--- config.mk ---
export PLATFORM = sky130hd
export DESIGN_NAME = ps2_host_tx
export DESIGN_NICKNAME = d
export VERILOG_FILES = /design/src/rtl/ps2_host_tx.sv
export SDC_FILE = /design/constraint.sdc
export NUM_CORES = 1
export LEC_CHECK = 0
export ABC_CLOCK_PERIOD_IN_PS = 2700
export BUFFER_PORTS_ARGS = -buffer_cell sky130_fd_sc_hd__buf_2
export CORE_MARGIN = 10
export CORE_UTILIZATION = 62
export CTS_BUF_LIST = sky130_fd_sc_hd__clkbuf_8
export CTS_CLUSTER_DIAMETER = 40
export DETAILED_ROUTE_END_ITERATION = 6
export PLACE_DENSITY = 0.81
export SETUP_SLACK_MARGIN = 0.5
export SYNTH_ARGS = -nofsm -noshare
export SYNTH_HDL_FRONTEND = slang
export SYNTH_SLANG_ARGS = --single-unit
--- constraint.sdc ---
create_clock -name clk -period 2.7 [get_ports clk]
set_input_delay 0.27 -clock clk [delete_from_list [all_inputs] [get_ports clk]]
set_output_delay 0.27 -clock clk [all_outputs]
set_load 0.02 [all_outputs]
--- src/rtl/ps2_host_tx.sv ---
// ps2_host_tx: PS/2 host-to-device command transmitter.
//   clk, rst_n            system clock, async active-low reset
//   data_in, send         command byte and start request (taken in IDLE only)
//   busy, done, ERROR     transfer in progress, end-of-transfer pulse, last status
//   PS2_clk, PS2_dat      pad readback of the open-drain lines
//   PS2_clk_oe, PS2_dat_oe  1 pulls the corresponding line low
module ps2_host_tx #(
  parameter int INHIBIT_CYCLES = 5000,
  parameter int SETUP_CYCLES   = 16,
  parameter int TIMEOUT_CYCLES = 1000000
) (
  input  logic       clk,
  input  logic       rst_n,
  input  logic [7:0] data_in,
  input  logic       send,
  output logic       busy,
  output logic       done,
  output logic       ERROR,
  input  logic       PS2_clk,
  input  logic       PS2_dat,
  output logic       PS2_clk_oe,
  output logic       PS2_dat_oe
);
  localparam int DMAX = INHIBIT_CYCLES > SETUP_CYCLES ? INHIBIT_CYCLES : SETUP_CYCLES;
  localparam int DW = $clog2(DMAX) + 1;
  localparam int TW = $clog2(TIMEOUT_CYCLES) + 1;
  typedef enum logic [2:0] {IDLE, INHIBIT, RTS, TX, WAIT_IDLE, DONE} state_t;
  state_t        state_q, state_d;
  logic [1:0]    clk_s_q, dat_s_q;
  logic          clk_p_q;
  logic [7:0]    data_q, data_d;
  logic [3:0]    bit_q, bit_d;
  logic [DW-1:0] dly_q, dly_d;
  logic [TW-1:0] to_q, to_d;
  logic          dat_q, dat_d, err_q, err_d;
  logic          fall;
  assign fall       = clk_p_q & ~clk_s_q[1];
  assign busy       = state_q != IDLE && state_q != DONE;
  assign done       = state_q == DONE;
  assign ERROR      = err_q;
  assign PS2_clk_oe = state_q == INHIBIT || state_q == RTS;
  // dat_q only drives the line while shifting; RTS always holds the start bit
  assign PS2_dat_oe = state_q == RTS || (state_q == TX && dat_q);
  always_ff @(posedge clk or negedge rst_n) begin
    if (!rst_n) begin
      state_q <= IDLE;
      clk_s_q <= 2'b11;
      dat_s_q <= 2'b11;
      clk_p_q <= 1'b1;
      data_q  <= '0;
      bit_q   <= '0;
      dly_q   <= '0;
      to_q    <= '0;
      dat_q   <= 1'b0;
      err_q   <= 1'b0;
    end else begin
      state_q <= state_d;
      clk_s_q <= {clk_s_q[0], PS2_clk};
      dat_s_q <= {dat_s_q[0], PS2_dat};
      clk_p_q <= clk_s_q[1];
      data_q  <= data_d;
      bit_q   <= bit_d;
      dly_q   <= dly_d;
      to_q    <= to_d;
      dat_q   <= dat_d;
      err_q   <= err_d;
    end
  end
  always_comb begin
    state_d = state_q;
    data_d  = data_q;
    bit_d   = bit_q;
    dly_d   = dly_q;
    to_d    = to_q;
    dat_d   = dat_q;
    err_d   = err_q;
    case (state_q)
      IDLE: if (send) begin
        data_d  = data_in;
        err_d   = 1'b0;
        dly_d   = '0;
        state_d = INHIBIT;
      end
      INHIBIT: begin
        dly_d = dly_q + 1'b1;
        if (dly_q == DW'(INHIBIT_CYCLES - 1)) begin
          dly_d   = '0;
          state_d = RTS;
        end
      end
      RTS: begin
        dly_d = dly_q + 1'b1;
        if (dly_q == DW'(SETUP_CYCLES - 1)) begin
          bit_d   = '0;
          to_d    = '0;
          dat_d   = 1'b1;
          state_d = TX;
        end
      end
      TX, WAIT_IDLE: begin
        to_d = to_q + 1'b1;
        if (to_q == TW'(TIMEOUT_CYCLES - 1)) begin
          err_d   = 1'b1;
          dat_d   = 1'b0;
          state_d = DONE;
        end else if (state_q == WAIT_IDLE) begin
          state_d = clk_s_q[1] && dat_s_q[1] ? DONE : WAIT_IDLE;
        end else if (fall) begin
          bit_d = bit_q + 1'b1;
          // ~parity of odd parity equals the plain XOR of the byte
          dat_d = bit_q < 4'd8 ? ~data_q[bit_q[2:0]] : bit_q == 4'd8 ? ^data_q : 1'b0;
          if (bit_q == 4'd10) begin
            err_d   = dat_s_q[1];
            state_d = WAIT_IDLE;
          end
        end
      end
      DONE:    state_d = IDLE;
      default: state_d = IDLE;
    endcase
  end
endmodule

==> impl_metrics.ini, run 1 <==
[outcome]
status = finished clean

[routing]
wl_mm = 6.359
drt-wirelength-per-cell_um = 15.14
drt_iter0_markers = 116
drt_pass1_iterations = 4
vias = 2501
vias_per_cell = 5.955
drcViolationCount = 0
ant_nets = 0

[grt]
overflow = 0
grt_use_total = 0.1552
grt_pass1_vias = 2293
grt_util_met1 = 0.1915
top_usage_layer = met2
use_met2 = 0.2363
gr-usage-met3 = 0.05597
grt_max_degree = 32
antenna_found_initial = 0
grt_pass1_wl_mm = 10.58

[synth]
synthXorXnorAreaFrac = 0.06427
syn_avg_cell_area_um2 = 9.734
synth_compound_area_frac = 0.1146
synth_cell_type_count = 55
yosys_warnings = 0
async_flop_share = 1.000
synth_area_um2 = 3134
synthSimpleGateAreaFrac = 0.2475
synth_cells = 322
synth_ff_type = dfrtp_1
syn-num-nets = 340
post_synth_fa_ha_maj_area_fraction = 0.01996
synthMuxAreaShare = 0.06747
synth_top_family_by_area = simple AND/OR/NAND/NOR gates
seq_area_frac_synth = 0.4571
ys_ff_latch = 57
synth-edff-count = 0

[sta]
finalSetupTns_ns = 0
fmax_mhz = 457.5
setup-violations-final = 0
clock_skew_ns = 0.01148
period_minus_slack_ns = 2.186
period_share = 0.8096
worstMarginPinSlew_ns = 0.7717
rsz0062_at_grt = yes
maxSlewViolCount = 0
slew_headroom = 0.4833
hold_viol_final = 0

[floorplanning]
die-area_um2 = 8299
ios = 18
core.rowCount = 25
core_area_um2 = 4817
dieWidth_um = 91.10
die_h_um = 91.10
initial_core_util = 0.6506

[finish]
fin_nets = 366
fin_cells = 420
syn_to_final_growth_pct = 14.57
final_common_cell = dfrtp_1
mostFrequentLayoutCells = 46 x dfrtp_1, 27 x nor2_1, 27 x nand2_1
n_antenna_cell = 0
drive_gt1_frac = 0.2210
fillers = 368

[placed_design]
gp_congestion = 0.8124
numPlacedInstances = 401
portBuffers = 17
dp_hpwl_mm = 4.335

[cts]
cts_inserted_buffers = 9
clk_pin_slew_worst_paths_ns = 0.06
root_buffer = clkbuf_8
cts_tree = yes
insertion_delay_ns = 0.35
clockBufferDepth = 2
htreeDepth = 3
cts.sinks = 57

[worst_setup_path]
cp_data_required_time_ns = 2.93
path_class = reg2reg
arrival_ns = 2.42
cp-start-kind = register
crit_fanout = 6
endpoint_kind = register

[worst_hold_path]
hold_class = in2reg

[power_and_ir_drop]
leakage_nw = 1.549
ir_worst_vdd_v = 0.0006949
powerDensity_nw_per_um2 = 977.9

[flow_run]
maxCapViolations = 0
registers in the layout (all words and copies together), names as in the netlist:
register / count
ERROR: 1
bit_q: 4
clk_p_q: 1
clk_s_q: 2
dat_q: 1
dat_s_q: 2
data_q: 8
dly_q: 14
state_q: 3
to_q: 21
logic make-up (layout without fill, tap and decap cells):
group	after synthesis	count (layout)
multiplexers	17	17
adder cells (fa/ha/maj)	5	5
buffers and inverters	23	54
flip-flops	57	57
AND/OR/NAND/NOR	142	142
AO/OA/AOI/OAI	55	55
XOR/XNOR	23	23
worst max-delay path, stage by stage (launching register included):
cell,delay (ns)
dfrtp_2,0.45
or4_1,0.51
or4_4,0.56
a21oi_4,0.18
o21ai_2,0.08
mux2_4,0.30
power breakdown:
part	switching [mW]	leakage [nW]	internal [mW]	total, mW
Sequential	0.283	0.732	1.06	1.34
Clock	0.331	0.112	0.466	0.797
Combinational	0.718	0.706	0.658	1.38
metal layers:
layer,share of wire,wire (um)
met1,0.46,2905
met2,0.47,3016
met3,0.050,315
met4,0.019,122
met5,0,0
path summary, 6_finish.rpt:
kind                       depth (start not counted)         end  slack [ns]       start
setup reg to reg                                   5  state_q[1]        0.51    dly_q[7]
max in group asynchronous                          3  clk_s_q[1]        1.90       rst_n
hold reg to reg                                    0  dat_s_q[1]        0.36  dat_s_q[0]
min in group asynchronous                          3     to_q[7]        0.46       rst_n
setup / recovery                                   5  state_q[1]        0.51    dly_q[7]
hold / removal                                     1  dat_s_q[0]        0.02     PS2_dat
what timing repair did:
action	4_1_cts	5_1_grt
hold buffers	1	0
endpoints found under the setup margin	0	34
setup buffers	0	2
hold endpoints to repair	52	0
resized for setup	0	13
cell type report:
| class | instances | area (um^2) | area share |
|---|---|---|---|
| timing repair buffer | 28 | 173.9 | 0.04843 |
| multi-input combinational | 242 | 1657 | 0.4613 |
| clock buffer | 11 | 151.4 | 0.04216 |
| sequential | 57 | 1440 | 0.4010 |
| clock inverter | 5 | 47.55 | 0.01324 |
| tap | 67 | 83.83 | 0.02334 |
| inverter | 10 | 37.54 | 0.01045 |
cells in the mapped netlist (3+ instances only):
cell type  number  share of area
a21o_1          4         0.0096
a21oi_1        14          0.022
a31oi_1         7          0.014
and3_1          4         0.0080
and4_1          3         0.0084
buf_2           4         0.0064
clkbuf_1        8         0.0096
dfrtp_1        52           0.42
dfstp_2         5          0.042
ha_1            5          0.020
inv_1          10          0.012
mux2_2          9          0.032
mux2i_1         5          0.016
nand2_1        27          0.032
nand2b_1        9          0.018
nand3_1        15          0.024
nand4_1         7          0.014
nor2_1         27          0.032
nor3_1         15          0.024
nor3b_1         4         0.0096
nor4_1          9          0.018
o211ai_1        3         0.0072
o21ai_0         9          0.014
or3_1           6          0.012
xnor2_1        18          0.050
xor2_1          5          0.014
metrics by stage:
step / worst slack [ns] / total power [mW] / area, um^2 / utilization / hold slack (ns)
3_3_place_gp: 0.5303 / 2.646 / 3314 / 0.6881 / 0.2958
4_1_cts: 0.5007 / 3.494 / 3523 / 0.7314 / 0.004932
2_1_floorplan: 0.5912 / 2.367 / 3134 / - / -0.02559
5_1_grt: 0.4617 / 3.769 / 3591 / 0.7455 / 0.005337
3_5_place_dp: 0.5178 / 2.684 / 3314 / 0.6881 / 0.2965
6_report: 0.5141 / 3.512 / 3591 / 0.7455 / 0.01929
Note: power is estimated with default switching activity, not from simulation.
==> inputs of run 2 (changes only) <==
- ABC_CLOCK_PERIOD_IN_PS: 2700 -> 2200
- clock period: 2.7 -> 2.2 ns (I/O delays scaled with it)
==> run 2 against run 1 <==
  * Sequential cell count unchanged
  * Register-to-register slack lost 0.42 ns
  * Critical endpoint unchanged
  * Wire length is 42% higher
  * Sequential share of layout area is 5.0 points lower
  * Non-clock buffer count rose by 36
  * Cell area increased by 14%
  * Critical path type unchanged
  * Worst hold slack better by 0.089 ns
  * Global-route usage increased by 5.1 points
  * Via count rose by 18%
  * Combinational power is 85% higher
  * Clock-buffer cell count is the same
==> impl_metrics.ini, run 2 (synthesis results as in run 1) <==
[power_and_ir_drop]
powerDensity_nw_per_um2 = 1291
leakage_nw = 1.779
ir_worst_vdd_v = 0.001014

[cts]
root_buffer = clkbuf_8
cts_inserted_buffers = 9
cts_tree = yes
clk_pin_slew_worst_paths_ns = 0.07
htreeDepth = 3
clockBufferDepth = 2
cts.sinks = 57
insertion_delay_ns = 0.35

[finish]
drive_gt1_frac = 0.3571
regMostFlops = to_q
syn_to_final_growth_pct = 30.82
final_common_cell = dfrtp_1
reg_top3 = to_q (21), dly_q (14), data_q (8)
largest_register_ff_count = 21
fin_nets = 405
final_util = 0.8512
mostFrequentLayoutCells = 47 x dfrtp_1, 35 x buf_4, 27 x nor2_1
n_antenna_cell = 0

[routing]
vias_per_cell = 6.455
drt-wirelength-per-cell_um = 19.73
ant_nets = 0
wl_mm = 9.058
drcViolationCount = 0
drt_pass1_iterations = 5
drt_iter0_markers = 299
vias = 2963

[sta]
finalSetupTns_ns = 0
maxSlewViolCount = 0
rsz0062_at_grt = yes
period_share = 0.9585
period_minus_slack_ns = 2.109
worstMarginPinSlew_ns = 0.6620
hold_viol_final = 0
fmax_mhz = 474.2
setup-violations-final = 0
slew_headroom = 0.5546
clock_skew_ns = 0.009298

[floorplanning]
initial_core_util = 0.6506
dieWidth_um = 91.10
core_area_um2 = 4817
die-area_um2 = 8299
die_h_um = 91.10
core.rowCount = 25
ios = 18

[worst_setup_path]
endpoint_kind = register
arrival_ns = 2.34
cp_data_required_time_ns = 2.43
path_class = reg2reg
cp-start-kind = register
crit_fanout = 3

[grt]
overflow = 0
grt_pass1_vias = 2881
antenna_found_initial = 0
grt_use_total = 0.2063
grt_pass1_wl_mm = 14.13
grt_max_degree = 31

[placed_design]
dp_hpwl_mm = 4.919
gp_congestion = 0.8200
portBuffers = 17

[outcome]
status = finished clean

[flow_run]
maxCapViolations = 0

[worst_hold_path]
hold_class = in2reg
==> run 2: cell count changes in the layout (fill, tap and decap cells not counted), moves of 3 or more <==
cell,change
buf_4,+26
a21oi_1,-9
a21oi_2,+8
a21oi_4,+4
buf_2,+3
o21ai_0,-3
==> run 2: layout make-up <==
class                           count  area [um^2]
Multi-Input combinational cell    245         1833
Sequential cell                    57         1439
Fill cell                         276        716.9
Timing Repair Buffer               64        478.0
Clock buffer                       11        151.4
Tap cell                           67        83.83
Clock inverter                      5        77.57
Inverter                           10        37.54
==> run 2: timing repair <==
| item | 4_1_cts | 5_1_grt |
|---|---|---|
| resized for setup | 15 | 18 |
| hold buffers | 3 | 0 |
| pin swaps | 11 | 4 |
| setup endpoints to repair | 44 | 53 |
| setup buffers | 10 | 12 |
| cloned | 4 | 2 |
| endpoints found under the hold margin | 29 | 0 |
==> run 2: layer usage <==
metal  up-vias  part of all wire  track usage
met1      1437              0.39       0.2449
met2       170              0.50       0.3484
met4         0             0.035       0.1044
met5         -                 0            0
met3        47             0.076      0.03951
li1       1309                 -            -
==> run 2: worst max-delay path, cell delays in order, from the launching register on <==
cell and delay [ns]:
dfrtp_1 0.37, or4_1 0.51, or4_4 0.57, a21oi_4 0.17, o21ai_2 0.08, mux2_4 0.29
==> run 2: metrics by stage <==
stage	total power, mW	std cells	worst slack [ns]	area [um^2]	hold slack (ns)
after floorplan	3.050	322	0.1016	3239	-0.07559
after global placement	3.410	412	0.1192	3492	0.2808
after detailed placement	3.491	412	0.05086	3492	0.2783
after CTS	4.881	445	0.09964	3935	0.1032
after global routing	5.553	459	0.05003	4100	0.1176
final	5.295	459	0.09135	4100	0.1080
==> run 2: final timing paths <==
kind | startpoint | cells after the start | slack (ns) | end
setup reg to reg | dly_q[12] | 5 | 0.09 | state_q[1]
max in group asynchronous | rst_n | 3 | 1.09 | clk_s_q[1]
hold reg to reg | dat_s_q[0] | 0 | 0.36 | dat_s_q[1]
hold / removal | data_in[4] | 2 | 0.11 | data_q[4]
setup / recovery | dly_q[12] | 5 | 0.09 | state_q[1]
min in group asynchronous | rst_n | 2 | 0.43 | to_q[3]
==> run 2: power by group <==
group / internal [mW] / switching, mW / total (mW)
logic: 1.18 / 1.36 / 2.55
clock network: 0.695 / 0.440 / 1.14
registers: 1.30 / 0.314 / 1.61
